--- config.mk ---
export PLATFORM = sky130hd
export DESIGN_NAME = decode_stage
export DESIGN_NICKNAME = d
export VERILOG_FILES = /design/src/rtl/decode_stage.sv
export SDC_FILE = /design/constraint.sdc
export NUM_CORES = 1
export LEC_CHECK = 0
export BUFFER_PORTS_ARGS = -buffer_cell sky130_fd_sc_hd__clkbuf_2
export CAP_MARGIN = 5
export CORE_MARGIN = 2
export CORE_UTILIZATION = 40
export DETAILED_ROUTE_END_ITERATION = 6
export PLACE_DENSITY = 0.64
export SLEW_MARGIN = 20
export SYNTH_ARGS = -nofsm -noshare
export SYNTH_HDL_FRONTEND = slang
export SYNTH_SLANG_ARGS = --single-unit
--- constraint.sdc ---
create_clock -name clk -period 2.4 [get_ports clk]
set_clock_uncertainty 0.2 [all_clocks]
set_input_delay 0.48 -clock clk [delete_from_list [all_inputs] [get_ports clk]]
set_output_delay 0.48 -clock clk [all_outputs]
set_load 0.01 [all_outputs]
--- src/rtl/decode_stage.sv ---
// Decode stage: registers fetch output, cracks fields/strobes/immediate,
// and sequences LM/SM into one micro-op per selected register.
module decode_stage (
    input  logic        clk,
    input  logic        reset,
    input  logic [15:0] irf,
    input  logic [15:0] pc_fetch,
    input  logic        if_valid,
    input  logic        stall,
    input  logic        flush,
    output logic        fetch_hold,
    output logic        id_valid,
    output logic [15:0] id_pc,
    output logic [3:0]  id_opcode,
    output logic [2:0]  id_ra,
    output logic [2:0]  id_rb,
    output logic [2:0]  id_rc,
    output logic [15:0] id_imm,
    output logic        id_rf_we,
    output logic        id_mem_rd,
    output logic        id_mem_wr,
    output logic        id_illegal,
    output logic [2:0]  id_dest
);

    localparam logic [3:0] OP_ADD  = 4'b0000;
    localparam logic [3:0] OP_ADI  = 4'b0001;
    localparam logic [3:0] OP_NAND = 4'b0010;
    localparam logic [3:0] OP_LHI  = 4'b0011;
    localparam logic [3:0] OP_LW   = 4'b0100;
    localparam logic [3:0] OP_SW   = 4'b0101;
    localparam logic [3:0] OP_LM   = 4'b0110;
    localparam logic [3:0] OP_SM   = 4'b0111;
    localparam logic [3:0] OP_JAL  = 4'b1000;
    localparam logic [3:0] OP_JLR  = 4'b1001;
    localparam logic [3:0] OP_BEQ  = 4'b1100;

    typedef enum logic {IDLE, MULTI} state_t;

    state_t      state_q, state_d;
    logic [7:0]  mask_q, mask_d;
    logic [2:0]  cnt_q, cnt_d;
    logic [7:0]  src_mask, rest_mask;
    logic [2:0]  sel_idx;

    logic        fh_d, valid_d, we_d, rd_d, wr_d, ill_d;
    logic [15:0] pc_d, imm_d;
    logic [3:0]  opc_d;
    logic [2:0]  ra_d, rb_d, rc_d, dest_d;

    always_comb begin
        state_d  = state_q;
        mask_d   = mask_q;
        cnt_d    = cnt_q;
        valid_d  = id_valid;
        pc_d     = id_pc;
        opc_d    = id_opcode;
        ra_d     = id_ra;
        rb_d     = id_rb;
        rc_d     = id_rc;
        imm_d    = id_imm;
        we_d     = id_rf_we;
        rd_d     = id_mem_rd;
        wr_d     = id_mem_wr;
        ill_d    = id_illegal;
        dest_d   = id_dest;

        // Lowest set bit of the active mask picks the next LM/SM register
        src_mask  = (state_q == MULTI) ? mask_q : irf[7:0];
        sel_idx   = '0;
        for (int i = 7; i >= 0; i--) begin
            if (src_mask[i]) sel_idx = 3'(i);
        end
        rest_mask = src_mask & (src_mask - 8'd1);

        if (flush) begin
            state_d = IDLE;
            mask_d  = '0;
            cnt_d   = '0;
            valid_d = 1'b0;
            we_d    = 1'b0;
            rd_d    = 1'b0;
            wr_d    = 1'b0;
            ill_d   = 1'b0;
        end else if (stall) begin
            state_d = state_q;
        end else if (state_q == MULTI) begin
            valid_d = 1'b1;
            rc_d    = sel_idx;
            imm_d   = 16'(cnt_q);
            we_d    = (id_opcode == OP_LM);
            rd_d    = (id_opcode == OP_LM);
            wr_d    = (id_opcode == OP_SM);
            ill_d   = 1'b0;
            dest_d  = (id_opcode == OP_LM) ? sel_idx : 3'd0;
            mask_d  = rest_mask;
            cnt_d   = cnt_q + 3'd1;
            if (rest_mask == 8'd0) state_d = IDLE;
        end else if (if_valid) begin
            valid_d = 1'b1;
            pc_d    = pc_fetch;
            opc_d   = irf[15:12];
            ra_d    = irf[11:9];
            rb_d    = irf[8:6];
            rc_d    = irf[5:3];
            imm_d   = '0;
            we_d    = 1'b0;
            rd_d    = 1'b0;
            wr_d    = 1'b0;
            ill_d   = 1'b0;
            dest_d  = '0;
            unique case (irf[15:12])
                OP_ADD, OP_NAND: begin we_d = 1'b1; dest_d = irf[5:3]; end
                OP_ADI: begin
                    imm_d = {{10{irf[5]}}, irf[5:0]};
                    we_d  = 1'b1;
                    dest_d = irf[8:6];
                end
                OP_LHI: begin imm_d = {irf[8:0], 7'b0}; we_d = 1'b1; dest_d = irf[11:9]; end
                OP_LW: begin
                    imm_d  = {{10{irf[5]}}, irf[5:0]};
                    we_d   = 1'b1;
                    rd_d   = 1'b1;
                    dest_d = irf[11:9];
                end
                OP_SW: begin imm_d = {{10{irf[5]}}, irf[5:0]}; wr_d = 1'b1; end
                OP_BEQ: imm_d = {{10{irf[5]}}, irf[5:0]};
                OP_JAL: begin imm_d = {{7{irf[8]}}, irf[8:0]}; we_d = 1'b1; dest_d = irf[11:9]; end
                OP_JLR: begin we_d = 1'b1; dest_d = irf[11:9]; end
                OP_LM, OP_SM: begin
                    // Empty mask decodes as a NOP with every strobe low
                    if (irf[7:0] != 8'd0) begin
                        rc_d = sel_idx;
                        we_d = (irf[15:12] == OP_LM);
                        rd_d = (irf[15:12] == OP_LM);
                        wr_d = (irf[15:12] == OP_SM);
                        dest_d = (irf[15:12] == OP_LM) ? sel_idx : 3'd0;
                        if (rest_mask != 8'd0) begin
                            state_d = MULTI;
                            mask_d  = rest_mask;
                            cnt_d   = 3'd1;
                        end
                    end
                end
                default: ill_d = 1'b1;
            endcase
        end else begin
            valid_d = 1'b0;
            we_d    = 1'b0;
            rd_d    = 1'b0;
            wr_d    = 1'b0;
            ill_d   = 1'b0;
        end

        fh_d = (state_d == MULTI);
    end

    always_ff @(posedge clk or negedge reset) begin
        if (!reset) begin
            state_q    <= IDLE;
            mask_q     <= '0;
            cnt_q      <= '0;
            fetch_hold <= 1'b0;
            id_valid   <= 1'b0;
            id_pc      <= '0;
            id_opcode  <= '0;
            id_ra      <= '0;
            id_rb      <= '0;
            id_rc      <= '0;
            id_imm     <= '0;
            id_rf_we   <= 1'b0;
            id_mem_rd  <= 1'b0;
            id_mem_wr  <= 1'b0;
            id_illegal <= 1'b0;
            id_dest    <= '0;
        end else begin
            state_q    <= state_d;
            mask_q     <= mask_d;
            cnt_q      <= cnt_d;
            fetch_hold <= fh_d;
            id_valid   <= valid_d;
            id_pc      <= pc_d;
            id_opcode  <= opc_d;
            id_ra      <= ra_d;
            id_rb      <= rb_d;
            id_rc      <= rc_d;
            id_imm     <= imm_d;
            id_rf_we   <= we_d;
            id_mem_rd  <= rd_d;
            id_mem_wr  <= wr_d;
            id_illegal <= ill_d;
            id_dest    <= dest_d;
        end
    end

endmodule

==> results.ini, run 1 <==
[outcome]
status = finished, final reports clean

[synth]
synth_area_um2 = 3360
synth_top_cell_area_share = 0.476
yosysWarnings = 0
syn_inst = 336
synth_edf_count = 0
syn_area_per_cell_um2 = 10.0
yosys_most_used_dff = dfrtp_1
synth_cell_types = 62
async_flop_share = 1.00
ys_top_cells_by_count = 64 x dfrtp_1, 35 x nand2_1, 26 x o21ai_0
yosys.area.top_type = dfrtp_1
synthTopCellsByArea = dfrtp_1 48%, mux2_2 8.0%, nand2_1 3.9%
ys_seq_area_frac = 0.476
synth_fp_nets = 374
ys_ff_latch = 64
yosysMostFrequentCell = dfrtp_1

[clocking]
insertion_delay_ps = 350
clockRootBuffer = clkbuf_8
htree_levels = 3
cts_buffer_depth = 2
clock-sinks = 64
cts_tree = built
clk_pin_slew_ps = 80
cts_made_buffers = 9

[placement]
dp_slack_ps = -13.2
io_buffers = 90
dp_hpwl_um = 7070
routabilityCongestion = 0.890

[global_route]
grt_pass1_vias = 3050
antenna_found_initial = 0
grt_overflow_total = 0
grt_usage = 0.220
grt_first_pass_wirelength_um = 15300
grt_max_degree = 36

[sta]
hold_viol_final = 0
tightestPinTransition_ps = 440
setup_ws_ps = 126
slew_headroom = 0.707
whs_ps = 149
fmax_mhz = 440
rsz0062_at_grt = true
slew_viol_final = 0
finalCriticalPeriod_ps = 2270
setup-violations-final = 0
period_share = 0.947

[drt]
drc = 0
vias = 3061
routed_wl_um = 9580
ant_nets = 0
viasPerCell = 5.49
post_drt_wl_per_cell_um = 17.2
dr.pass1.iters = 4
drtIter0Drc = 236

[setup_path]
cpMaxStageDelayCell = dfrtp_2
path_depth = 8
crit_buf_inv = 2
path_max_fanout = 18
arrival_ps = 2360
end_kind = register
ff2ff_path_depth = 8
r2r-start = state_q
setup.worst_path.class = reg -> reg
max_stage_delay_ps = 420
startpoint_type = register
worstPathRequired_ps = 2490
crit_chain = buf_12, nand2b_1, a21boi_2, a222oi_1, buf_4, nand4_2, o31ai_4, a22o_1
timing.rr.end = mask_q[3]
r2r_slack_ps = 130
path_delay_family = compound AO/OA/AOI/OAI gates

[power_and_ir_drop]
power_frac_seq = 0.437
p_per_area_nw_per_um2 = 668
cellLeakagePower_nw = 2.04
total_power_mw = 2.93
peakVddDrop_mv = 0.558
intPower_mw = 2.09
switchingPower_mw = 0.840
power_frac_comb = 0.200
switching_share = 0.286
power_frac_clock = 0.363

[flow_run]
drv_cap = 0

[die]
initial_core_util = 0.411
die_h_um = 95.7
io_pins = 91
core_um2 = 8180
dieArea_um2 = 9150
die_width_um = 95.7
placementRows = 33

[final_layout]
n_antenna_cell = 0
drive_gt1_frac = 0.404
area_growth_pct = 30.5
fin_util = 0.537
fin_nets = 486

[hold_path]
whs_endpoint = id_pc[5]
whs_path_depth = 2
hp-class = in -> reg
hp-start = pc_fetch[5]

## cell type report
class	instances	area, um2
Sequential cell	64	1600
Clock buffer	10	138
Tap cell	105	131
Timing Repair Buffer	124	738
Inverter	6	22.5
Multi-Input combinational cell	243	1660
Fill cell	782	3790
Clock inverter	6	91.3
## sequential cells by signal, summed over array words and instances (netlist names), 3 cells and up
| signal | flops |
|---|---|
| id_imm | 16 |
| id_pc | 16 |
| mask_q | 7 |
| id_opcode | 4 |
| cnt_q | 3 |
| id_dest | 3 |
| id_ra | 3 |
| id_rb | 3 |
| id_rc | 3 |
## power groups by stage
stage               combinational, mW  sequential, mW  clock [mW]
floorplan                       0.242            1.36           0
global placement                0.577            1.30           0
detailed placement              0.581            1.30           0
CTS                             0.584            1.28        1.08
global route                    0.642            1.30        1.14
finish                          0.586            1.28        1.06
## worst max path at each step
stage,start,endpoint,slack [ps]
final,state_q,mask_q[3],130
after global placement,irf[3],mask_q[3],20
after floorplan,irf[3],mask_q[3],230
after global routing,state_q,mask_q[3],-20
after detailed placement,irf[3],mask_q[3],-10
after CTS,state_q,mask_q[3],100
## timing repair
action,CTS,global route
endpoints found under the hold margin,17,0
buffers inserted,0,1
hold buffers,1,0
resized for setup,0,7
endpoints found under the setup margin,0,8
## per-stage QoR
step	instances	TNS (ps)	area, um2
global placement	539	0	4090
finish	558	0	4390
CTS	556	0	4330
floorplan	336	0	3360
global route	558	-23.1	4390
detailed placement	539	-13.2	4090
## placed cells by master (no fill, tap or decap), types with 3 or more instances in the layout
cell type	synthesis	final
nand2b_1	6	6
dfrtp_1	64	63
inv_1	6	6
buf_4	0	31
clkbuf_8	0	10
nand3_1	4	4
o21ai_1	6	5
nor4_1	3	3
o211ai_1	3	3
clkbuf_2	0	89
nor2_1	23	22
and3_1	6	6
nor3_1	6	6
nor3b_1	5	5
a32o_1	3	3
nor2b_1	3	3
a21o_1	4	4
o21ai_0	26	26
o22ai_1	3	3
clkinvlp_4	0	3
a31oi_1	4	4
mux2_2	24	24
nand2_1	35	35
o2bb2ai_1	5	5
a21oi_1	25	24
## routing by layer
layer	part of all wire	wire length [um]	GRT usage
met1	0.45	4280	0.305
met2	0.46	4450	0.337
met3	0.076	727	0.0530
met4	0.013	125	0.0750
met5	0	0	0
## cell families after synthesis
group                    share of synthesized area
AND/OR/NAND/NOR                              0.160
multiplexers                                 0.103
AO/OA/AOI/OAI                                0.214
buffers and inverters                       0.0409
adder cells (fa/ha/maj)                    0.00372
flip-flops                                   0.476
XOR/XNOR                                   0.00261
Power figures use the tool's default switching activity.
==> inputs of run 2 (changes only) <==
--- a/config.mk
+++ b/config.mk
@@ -7,10 +7,10 @@
 export LEC_CHECK = 0
 export BUFFER_PORTS_ARGS = -buffer_cell sky130_fd_sc_hd__clkbuf_2
 export CAP_MARGIN = 5
-export CORE_MARGIN = 2
 export CORE_UTILIZATION = 40
 export DETAILED_ROUTE_END_ITERATION = 6
 export PLACE_DENSITY = 0.64
+export RECOVER_POWER = 25
 export SLEW_MARGIN = 20
 export SYNTH_ARGS = -nofsm -noshare
 export SYNTH_HDL_FRONTEND = slang
==> results.ini, run 2 (synthesis gave the netlist of run 1 again) <==
[outcome]
status = finished with violations
violations = negative setup slack

[drt]
routed_wl_um = 9880
drc = 0
vias = 3206
viasPerCell = 5.68
dr.pass1.iters = 5
drtIter0Drc = 287
post_drt_wl_per_cell_um = 17.5
ant_nets = 0

[clocking]
insertion_delay_ps = 350
cts_tree = built
htree_levels = 3
cts_made_buffers = 9
clk_pin_slew_ps = 70
clockRootBuffer = clkbuf_8
cts_buffer_depth = 2
clock-sinks = 64

[final_layout]
fillerInstances = 752
area_growth_pct = 33.0
final_common_cell = clkbuf_2
largest_registers = id_imm (16), id_pc (16), mask_q (7)
n_antenna_cell = 0
mostFrequentLayoutCells = 90 x clkbuf_2, 63 x dfrtp_1, 35 x nand2_1
drive_gt1_frac = 0.412
fin_nets = 492
final_area_um2 = 4470

[placement]
placed_area_um2 = 4100
routabilityCongestion = 0.955
dp_hpwl_um = 6830
io_buffers = 90

[sta]
rsz0062_at_grt = true
fmax_mhz = 406
period_share = 1.03
slew_viol_final = 0
slew_headroom = 0.421
fin_setup_tns_ps = -271
setup-violations-final = 7
hold_viol_final = 0
finalCriticalPeriod_ps = 2460
setup_ws_ps = -64.6
tightestPinTransition_ps = 868

[die]
core_um2 = 8180
io_pins = 91
dieArea_um2 = 8780
initial_core_util = 0.411
die_h_um = 93.7
placementRows = 33
die_width_um = 93.7

[power_and_ir_drop]
p_per_area_nw_per_um2 = 631
peakVddDrop_mv = 0.372
total_power_mw = 2.82
cellLeakagePower_nw = 2.08

[global_route]
antenna_found_initial = 0
grt_max_degree = 65
grt_pass1_vias = 3022
grt_overflow_total = 0
grt_usage = 0.227
grt_first_pass_wirelength_um = 15300

[setup_path]
end_kind = register
worstPathRequired_ps = 2480
r2r-start = state_q
setup.worst_path.class = reg -> reg
path_max_fanout = 7
arrival_ps = 2550
startpoint_type = register
worstSetupStartpoint = state_q
ff2ff_path_depth = 6

[hold_path]
hp-class = in -> reg
whs_path_depth = 2
hp-start = pc_fetch[5]

[flow_run]
drv_cap = 0

[run 2: cell count changes in the layout (fill, tap and decap cells not counted), moves of 2 or more]
cell	previous run	this run
buf_4	31	34
clkinv_2	0	2
clkinvlp_4	3	1
mux2i_4	1	3
[run 2: final timing paths]
kind / endpoint / slack (ps)
hold reg to reg: id_imm[1] / 280
setup / recovery: mask_q[3] / -60
setup reg to reg: mask_q[3] / -60
min in group asynchronous: id_imm[2] / 680
hold / removal: id_pc[5] / 140
max in group asynchronous: state_q / 720
[run 2: where the power goes]
part | total (mW) | switching, mW | internal (mW)
combinational | 0.598 | 0.325 | 0.273
clock | 0.937 | 0.431 | 0.506
sequential | 1.29 | 0.0782 | 1.21
total | 2.82 | 0.834 | 1.99
[run 2: layout make-up]
cell class	instances	area, um2	area share
clock inverters	5	56.3	0.0126
multi-input cells	243	1700	0.381
inverters	6	22.5	0.00504
clock buffers	11	141	0.0316
well taps	105	131	0.0294
repair buffers	130	813	0.182
flip-flops and latches	64	1600	0.359
[run 2: critical path, cell delays in order (launching register included)]
cell and delay, ps:
dfrtp_2 470, buf_12 170, and2b_1 230, a222oi_1 530, nand4_2 210, o31ai_4 390, a22o_1 200
[run 2: metrics by stage]
| step | util | worst slack (ps) | instances | hold slack, ps |
|---|---|---|---|---|
| global placement | 0.502 | 73.5 | 538 | 265 |
| global route | 0.547 | -93.9 | 564 | 133 |
| detailed placement | 0.502 | -7.71 | 538 | 272 |
| finish | 0.547 | -64.6 | 564 | 138 |
| CTS | 0.527 | 67.5 | 555 | 133 |
| floorplan | - | 234 | 336 | -15.6 |
[run 2: layer usage]
layer	share of wire	vias to the layer above	track usage	wire length [um]
li1	-	1477	-	-
met1	0.42	1536	0.302	4200
met2	0.46	161	0.335	4530
met3	0.081	32	0.0542	803
met4	0.035	0	0.135	346
met5	0	-	0	0
[run 2: what timing repair did]
action,4_1_cts,5_1_grt
endpoints found under the setup margin,0,9
gates resized for setup,0,15
hold buffers,1,0
buffers inserted,0,7
endpoints found under the hold margin,64,0
==> inputs of run 3 (changes only) <==
--- a/config.mk
+++ b/config.mk
@@ -5,6 +5,7 @@
 export SDC_FILE = /design/constraint.sdc
 export NUM_CORES = 1
 export LEC_CHECK = 0
+export ABC_AREA = 1
 export BUFFER_PORTS_ARGS = -buffer_cell sky130_fd_sc_hd__clkbuf_2
 export CAP_MARGIN = 5
 export CORE_UTILIZATION = 40
==> results.ini, run 3 <==
[outcome]
status = finished, final reports clean

[synth]
syn_area_per_cell_um2 = 7.60
syn_inst = 420
yosysWarnings = 0
async_flop_share = 1.00
yosys.area.top_type = dfrtp_1
ys_top_cells_by_count = 161 x nand2_1, 64 x dfrtp_1, 32 x nand3_1, 32 x o21ai_0
synth_edf_count = 0
ys_seq_area_frac = 0.502
synth_area_um2 = 3190
yosys_most_used_dff = dfrtp_1
ys_ff_latch = 64
synth_top_family_by_area = simple AND/OR/NAND/NOR gates
synthSimpleGateAreaFrac = 0.309
synth_xor_area_frac = 0.00275
synth_fp_nets = 458
yosysMostFrequentCell = nand2_1
synth_top_cell_area_share = 0.502
synth-compound-area-share = 0.120
synthTopCellsByArea = dfrtp_1 50%, nand2_1 19%, nand3_1 5.0%
yosys.area_share.adder = 0.00392
synth_cell_types = 32
synthMuxAreaShare = 0

[setup_path]
r2r-start = state_q
startpoint_type = register
path_common_cell = nand2_1
r2r_slack_ps = 220
timing.rr.end = cnt_q[0]
path_max_fanout = 13
setup.worst_path.class = reg -> reg
cpMaxStageDelayCell = dfrtp_2
max_stage_delay_ps = 470
worstPathRequired_ps = 2440
ff2ff_path_depth = 14
crit_chain = buf_4, nand2_1, nand2_1, nor2_1, nand3_1, nand2_1, nand2_1, inv_2, nand2_1, nand2_1, nand2_1, buf_4, nand3_1, nand2_1
end_kind = register
arrival_ps = 2220

[drt]
dr_wl_met3_um = 426
ant_nets = 0
met1Wirelength_um = 4130
wl_met2_um = 4130
routed_wl_um = 9010
viasPerCell = 5.05
dr.pass1.iters = 4
drtIter0Drc = 230
post_drt_wl_per_cell_um = 14.3
vias = 3184
top_layer = met4
drc = 0

[sta]
tightestPinTransition_ps = 867
hold_viol_final = 0
rsz0062_at_grt = false
slew_viol_final = 0
finalCriticalPeriod_ps = 2180
setup-violations-final = 0
fmax_mhz = 458
fin_setup_tns_ps = 0
slew_headroom = 0.422
period_share = 0.910

[hold_path]
hp-start = pc_fetch[12]
hp-class = in -> reg
whs_endpoint = id_pc[12]
whs_path_depth = 3

[clocking]
htree_levels = 3
cts_tree = built
cts_buffer_depth = 2
insertion_delay_ps = 340
cts_setup_buffers = 0
clock-sinks = 64
clk_pin_slew_ps = 70
cts_made_buffers = 9
clockRootBuffer = clkbuf_8

[final_layout]
area_growth_pct = 28.0
mostFrequentLayoutCells = 161 x nand2_1, 90 x clkbuf_2, 63 x dfrtp_1
fillerInstances = 760
drive_gt1_frac = 0.250
final_common_cell = nand2_1
largest_registers = id_imm (16), id_pc (16), mask_q (7)
n_antenna_cell = 0
fin_nets = 562
fin_util = 0.528

[die]
core_um2 = 7730
io_pins = 91
placementRows = 32
dieArea_um2 = 8340
die_h_um = 91.3
die_width_um = 91.3
initial_core_util = 0.413

[placement]
dp_hpwl_um = 6610
routabilityCongestion = 0.992
io_buffers = 90

[power_and_ir_drop]
p_per_area_nw_per_um2 = 739
peakVddDrop_mv = 0.564
cellLeakagePower_nw = 2.24

[global_route]
grt_max_degree = 65
grt_pass1_vias = 3011
grt_first_pass_wirelength_um = 14700
antenna_found_initial = 0
grt_overflow_total = 0
grt_usage = 0.228

[flow_run]
drv_cap = 0

## run 3: what timing repair did
action	4_1_cts	5_1_grt
endpoints found under the hold margin	64	0
hold buffers	1	0
resized for setup	0	2
setup endpoints to repair	0	10
## run 3: layout make-up
class,instances,area (um2),area share
clock buffer,10,138,0.0337
multi-input combinational,307,1390,0.341
clock inverter,6,114,0.0279
sequential,64,1600,0.392
inverter,36,138,0.0337
timing repair buffer,106,573,0.140
tap,102,128,0.0312
## run 3: logic make-up after synthesis
kind of cell | Yosys count
AND/OR/NAND/NOR | 236
AO/OA/AOI/OAI | 69
flip-flops | 64
buffers and inverters | 49
XOR/XNOR | 1
adder cells (fa/ha/maj) | 1
## run 3: where the power goes
group	internal, mW	switching [mW]
Clock	0.722	0.440
Sequential	1.21	0.0815
Combinational	0.216	0.346
## run 3: worst max path at each step
stage	from	slack, ps	end	cells past startpoint
after floorplan	state_q	450	cnt_q[0]	14
after global placement	irf[2]	160	mask_q[6]	14
after detailed placement	irf[2]	110	mask_q[6]	14
after CTS	state_q	180	cnt_q[0]	14
after global routing	state_q	60	mask_q[6]	11
final	state_q	220	cnt_q[0]	14
## run 3: metal layers
metal | GRT usage | vias up
li1 | - | 1569
met1 | 0.314 | 1491
met2 | 0.343 | 99
met3 | 0.0377 | 25
met4 | 0.123 | 0
met5 | 0 | -
## run 3: critical path: cells and delay by family (launching register included)
family | cells | cell delay [ps]
buffers and inverters | 3 | 440
flip-flops | 1 | 470
AND/OR/NAND/NOR | 11 | 960
## run 3: through the flow
stage | power (mW) | setup WS (ps) | cell area, um2 | hold WS, ps | std cells
floorplan | 1.60 | 454 | 3190 | -15.6 | 420
global placement | 1.87 | 165 | 3830 | 262 | 614
detailed placement | 1.88 | 114 | 3830 | 264 | 614
CTS | 3.05 | 181 | 4090 | 107 | 631
global route | 3.17 | 59.2 | 4080 | 121 | 631
finish | 3.02 | 216 | 4080 | 127 | 631
